### config.mk
export PLATFORM = sky130hd
export DESIGN_NAME = seq_divider
export DESIGN_NICKNAME = d
export VERILOG_FILES = /design/src/rtl/seq_divider.sv
export SDC_FILE = /design/constraint.sdc
export NUM_CORES = 1
export LEC_CHECK = 0
export BUFFER_PORTS_ARGS = -buffer_cell sky130_fd_sc_hd__clkbuf_2
export CAP_MARGIN = 20
export CORE_MARGIN = 3
export CORE_UTILIZATION = 40
export CTS_CLUSTER_DIAMETER = 150
export CTS_CLUSTER_SIZE = 10
export DETAILED_ROUTE_END_ITERATION = 10
export PLACE_DENSITY = 0.66
export SYNTH_ARGS = -nofsm -noshare
export SYNTH_HDL_FRONTEND = slang
export SYNTH_SLANG_ARGS = --single-unit
### constraint.sdc
create_clock -name clk -period 3.05 [get_ports clk]
set_input_delay 0.61 -clock clk [delete_from_list [all_inputs] [get_ports clk]]
set_output_delay 0.61 -clock clk [all_outputs]
set_load 0.02 [all_outputs]
### src/rtl/seq_divider.sv
// Sequential signed restoring divider: N_WIDTH dividend / D_WIDTH divisor, one quotient bit per clock.
// Optional build macro SEQ_DIVIDER_DBZ_FLAG_EN adds a registered divide-by-zero flag output (dbz).
module seq_divider #(
  parameter int N_WIDTH = 16,
  parameter int D_WIDTH = 8
) (
  input  logic               clk,
  input  logic               rst,
  input  logic               start,
  input  logic [N_WIDTH-1:0] Dividend,
  input  logic [D_WIDTH-1:0] Divisor,
  output logic [N_WIDTH-1:0] Quotient,
  output logic [D_WIDTH-1:0] Remainder,
`ifdef SEQ_DIVIDER_DBZ_FLAG_EN
  output logic               ready,
  output logic               dbz
`else
  output logic               ready
`endif
);

  localparam int CW = $clog2(N_WIDTH + 1);

  typedef enum logic [1:0] {IDLE, DIV, FIX} state_t;

  state_t             state_reg, state_next;
  logic [CW-1:0]      cnt_reg;
  logic [D_WIDTH:0]   rem_reg;
  logic [N_WIDTH-1:0] quo_reg;
  logic [D_WIDTH-1:0] dvs_reg;
  logic               sign_n_reg, sign_d_reg, dz_reg;

  logic [N_WIDTH-1:0] abs_n, q_neg;
  logic [D_WIDTH-1:0] abs_d, r_neg;
  logic [D_WIDTH+1:0] rem_sh, trial;

  // Magnitudes are unsigned, so the most-negative operands map to 2^(width-1).
  assign abs_n  = Dividend[N_WIDTH-1] ? -Dividend : Dividend;
  assign abs_d  = Divisor[D_WIDTH-1]  ? -Divisor  : Divisor;
  assign rem_sh = {rem_reg, quo_reg[N_WIDTH-1]};
  assign trial  = rem_sh - {2'b00, dvs_reg};
  assign q_neg  = -quo_reg;
  assign r_neg  = -rem_reg[D_WIDTH-1:0];

  always_ff @(posedge clk or posedge rst) begin
    if (rst) state_reg <= IDLE;
    else     state_reg <= state_next;
  end

  always_comb begin
    state_next = state_reg;
    case (state_reg)
      IDLE:    if (start) state_next = DIV;
      DIV:     if (cnt_reg == CW'(1)) state_next = FIX;
      FIX:     state_next = IDLE;
      default: state_next = IDLE;
    endcase
  end

  always_ff @(posedge clk or posedge rst) begin
    if (rst) begin
      cnt_reg    <= '0;
      rem_reg    <= '0;
      quo_reg    <= '0;
      dvs_reg    <= '0;
      sign_n_reg <= 1'b0;
      sign_d_reg <= 1'b0;
      dz_reg     <= 1'b0;
      Quotient   <= '0;
      Remainder  <= '0;
      ready      <= 1'b0;
`ifdef SEQ_DIVIDER_DBZ_FLAG_EN
      dbz        <= 1'b0;
`endif
    end else begin
      case (state_reg)
        IDLE: if (start) begin
          quo_reg    <= abs_n;
          dvs_reg    <= abs_d;
          sign_n_reg <= Dividend[N_WIDTH-1];
          sign_d_reg <= Divisor[D_WIDTH-1];
          dz_reg     <= (Divisor == '0);
          rem_reg    <= '0;
          cnt_reg    <= CW'(N_WIDTH);
          ready      <= 1'b0;
        end
        DIV: begin
          // trial's top bit is the borrow: set means the subtraction went negative, so restore.
          if (!trial[D_WIDTH+1]) begin
            rem_reg <= trial[D_WIDTH:0];
            quo_reg <= {quo_reg[N_WIDTH-2:0], 1'b1};
          end else begin
            rem_reg <= rem_sh[D_WIDTH:0];
            quo_reg <= {quo_reg[N_WIDTH-2:0], 1'b0};
          end
          cnt_reg <= cnt_reg - CW'(1);
        end
        FIX: begin
          if (dz_reg) begin
            Quotient  <= sign_n_reg ? {1'b1, {(N_WIDTH-1){1'b0}}} : {1'b0, {(N_WIDTH-1){1'b1}}};
            Remainder <= '0;
          end else begin
            Quotient  <= (sign_n_reg ^ sign_d_reg) ? q_neg : quo_reg;
            Remainder <= sign_n_reg ? r_neg : rem_reg[D_WIDTH-1:0];
          end
          ready <= 1'b1;
`ifdef SEQ_DIVIDER_DBZ_FLAG_EN
          dbz   <= dz_reg;
`endif
        end
        default: ;
      endcase
    end
  end

endmodule

==> summary.txt <==
Pwr
  – Power Density: 1167 mW/mm^2
  – Leak: 0.002176 uW
  – VDD IR max: 0.3924 mV

Drt
  – Residual DRC: 0
  – Initial DRC count: 185
  – Number of vias per cell: 5.324
  – Antenna Nets Post-Route: 0
  – Post-DR wirelength/cell: 14.58 um
  – First-pass detailed-route iteration total: 4
  – Via count: 3562
  – Post-Route WL: 9.755 mm

Setup path
  – CP max-delay cell: dfrtp_1
  – CP Class: reg -> reg
  – CP peak stage delay: 0.46 ns
  – Reg2reg start: rem_reg[1]
  – Reg2Reg Setup Slack: 0.76 ns
  – WP depth: 7
  – Kind of end point of the critical path: register
  – Crit Path Max Fanout: 9
  – Critical path's top delay family: compound AO/OA/AOI/OAI gates
  – Crit path launch: rem_reg[1]
  – CP Cell Sequence: ha_1, o211ai_1, a211oi_1, nor2_2, xnor2_4, mux2i_1, a22o_1
  – Reg2reg end: rem_reg[0]
  – Critical path endpoint: rem_reg[0]
  – WP buf/inv: 0
  – Worst path arrival time: 2.57 ns
  – Reg2Reg Depth: 7
  – Worst EP required: 3.33 ns
  – Worst Setup Start Kind: register

Clock tree
  – Worst-skew pair later-pin latency: 0.34 ns
  – Clk sinks: 68
  – H-tree depth: 3
  – Hold buffers post-CTS: 0
  – Clk slew on worst S/H paths: 0.08 ns
  – Root Buffer: clkbuf_8
  – Post CTS Setup Buffer Count: 0
  – TritonCTS clock tree: done
  – CTS max path bufs: 2
  – TritonCTS buffer count: 9
  – CTS resizes: 0

STA
  – Setup Viol. Count Final: 0
  – Setup TNS: 0 ns
  – Crit share post-route: 74.95%
  – RSZ-0062 raised after global routing: no
  – Final min period: 2.286 ns
  – Tightest Pin Transition: 0.8570 ns
  – Hold violation total from the final report: 0
  – Slew Limit Fails: 0
  – Clk_skew: 0.008709 ns
  – Relative slew slack: 42.86%
  – Max Fclk: 437.5 MHz

Cells and area
  – Storage cell area: 0.001702 sq mm
  – Fill cell count: 1053
  – Layout cells sized above 1: 15.01%
  – NumNets Final: 570
  – Core Util, Final: 45.80%
  – Finished Layout Cells: 669
  – ANT cells: 0
  – Area of the multi-input gates: 0.002305 sq mm
  – Area growth syn-to-layout: 11.06%

Synth
  – Synth top area share: 39.79%
  – Synthesized cell area: 0.004277 sq mm
  – Post-synth EDFFs: 0
  – Most frequent cell after synthesis: dfrtp_1
  – Synth unique cells: 53
  – Synth Area per Inst: 8.764 sq um
  – Cells after synthesis: 488
  – Main synth FF type: dfrtp_1
  – Library cell with the largest summed area after synthesis: dfrtp_1
  – Yosys reg bits: 68
  – Register area share after synthesis: 39.79%
  – Synth Warn #: 0
  – Synth area leaders: dfrtp_1 (40%), o21ai_0 (7.8%), nand2_1 (5.0%)
  – Async set-reset flop share out of synthesis: 100.0%
  – Top post-synthesis cells by count: dfrtp_1 (68), o21ai_0 (67), nand2_1 (57)
  – Syn nets: 530

Placed design
  – DP HPWL: 7.193 mm
  – Cells after DPL: 653
  – RD Place Congestion: 0.9203
  – IO buf count: 51

Floorplanning
  – Die Width: 109.4 um
  – Core area: 0.01037 sq mm
  – Die ar.: 0.01197 sq mm
  – Initial core utilization: 41.24%
  – I/O Pins: 52
  – Chip height: 109.4 um
  – # rows: 37

Global routing
  – Initial antenna violation count: 0
  – GR Util All Layers: 17.38%
  – Vias in the first global route: 3421
  – GRT Residual Overflow: 0
  – First-pass GRT wire length: 16.66 mm
  – Largest net degree at the start of global routing: 69

Worst hold path
  – HP Class: in -> async

Status
  – Status: finished clean

Job
  – Max-cap violations: 0
[through the flow]
step	power [uW]	setup WS [ns]	area (sq um)	hold WS, ns
detailed placement	4854	0.8088	4563	0.4680
global placement	4753	0.8519	4563	0.4614
global route	6073	0.5518	4750	0.4994
floorplan	4115	0.7285	4277	0.4456
finish	5542	0.7641	4750	0.4717
CTS	5567	0.7943	4750	0.4852
[report_power, final]
part	internal, uW	leakage (uW)	switching, uW
clock network	341	0.0000957	358
logic	1310	0.00122	1690
registers	1320	0.000856	523
[area by class of cell]
cell class,count,area share [%]
inverters,25,1.976
clock inverters,5,0.7376
clock buffers,11,3.188
multi-input cells,368,48.52
flip-flops and latches,68,35.83
well taps,136,3.583
repair buffers,56,6.164
[tightest hold or removal path: cells and delay by family]
family	cells	cell delay (ns)
buffers and inverters	3	0.75
[cell usage in the layout (no fill, tap or decap), types with 2 or more instances in the layout]
cell and count:
o21ai_0 67, nand3_1 20, nor2b_1 3, ha_1 14, nand2b_1 8, buf_4 5, dfrtp_1 68, a31oi_1 2
a21o_1 2, a221oi_1 2, inv_1 24, a22oi_1 10, and3_1 6, nor3_1 10, nand3b_1 2, o31ai_1 8
o21bai_1 2, xor2_1 24, or4_1 3, clkinv_2 2, xnor2_1 15, clkbuf_8 11, o311ai_0 2, o22ai_1 2
nand2_1 57, o41ai_1 3, or3_1 7, a21oi_1 25, a211oi_1 3, a22o_1 7, nor2_1 32, o211ai_1 3
mux2i_1 10, clkbuf_2 51, nor4_1 3
[kinds of logic (layout without fill, tap and decap cells)]
family | after synthesis | in the layout | share of synthesized area (%)
xor gates and xnor gates | 40 | 40 | 8.631
and+or+nand+nor | 159 | 159 | 18.08
DFF | 68 | 68 | 39.79
muxes | 10 | 10 | 2.341
adders and majority gates | 15 | 15 | 4.564
buffers and inverters | 52 | 97 | 6.319
AOI/OAI and AO/OA | 144 | 144 | 20.27
[routing by layer]
layer	share of wire (%)	track usage, %	vias to the layer above
met3	5.2	2.525	13
li1	-	-	1802
met2	42	25.54	109
met1	51	25.91	1638
met5	0	0	-
met4	1.3	6.233	0
[worst min path at each step]
| stage | cells past startpoint | slack [ns] | endpoint |
|---|---|---|---|
| 4_1_cts | 2 | 0.49 | Remainder[6] |
| 3_5_place_dp | 2 | 0.47 | Remainder[6] |
| 5_1_grt | 2 | 0.50 | Remainder[6] |
| 3_3_place_gp | 2 | 0.46 | Quotient[13] |
| 2_1_floorplan | 1 | 0.45 | cnt_reg[4] |
| 6_report | 3 | 0.47 | Remainder[2] |
No activity file was read; power rests on OpenSTA's default activity.
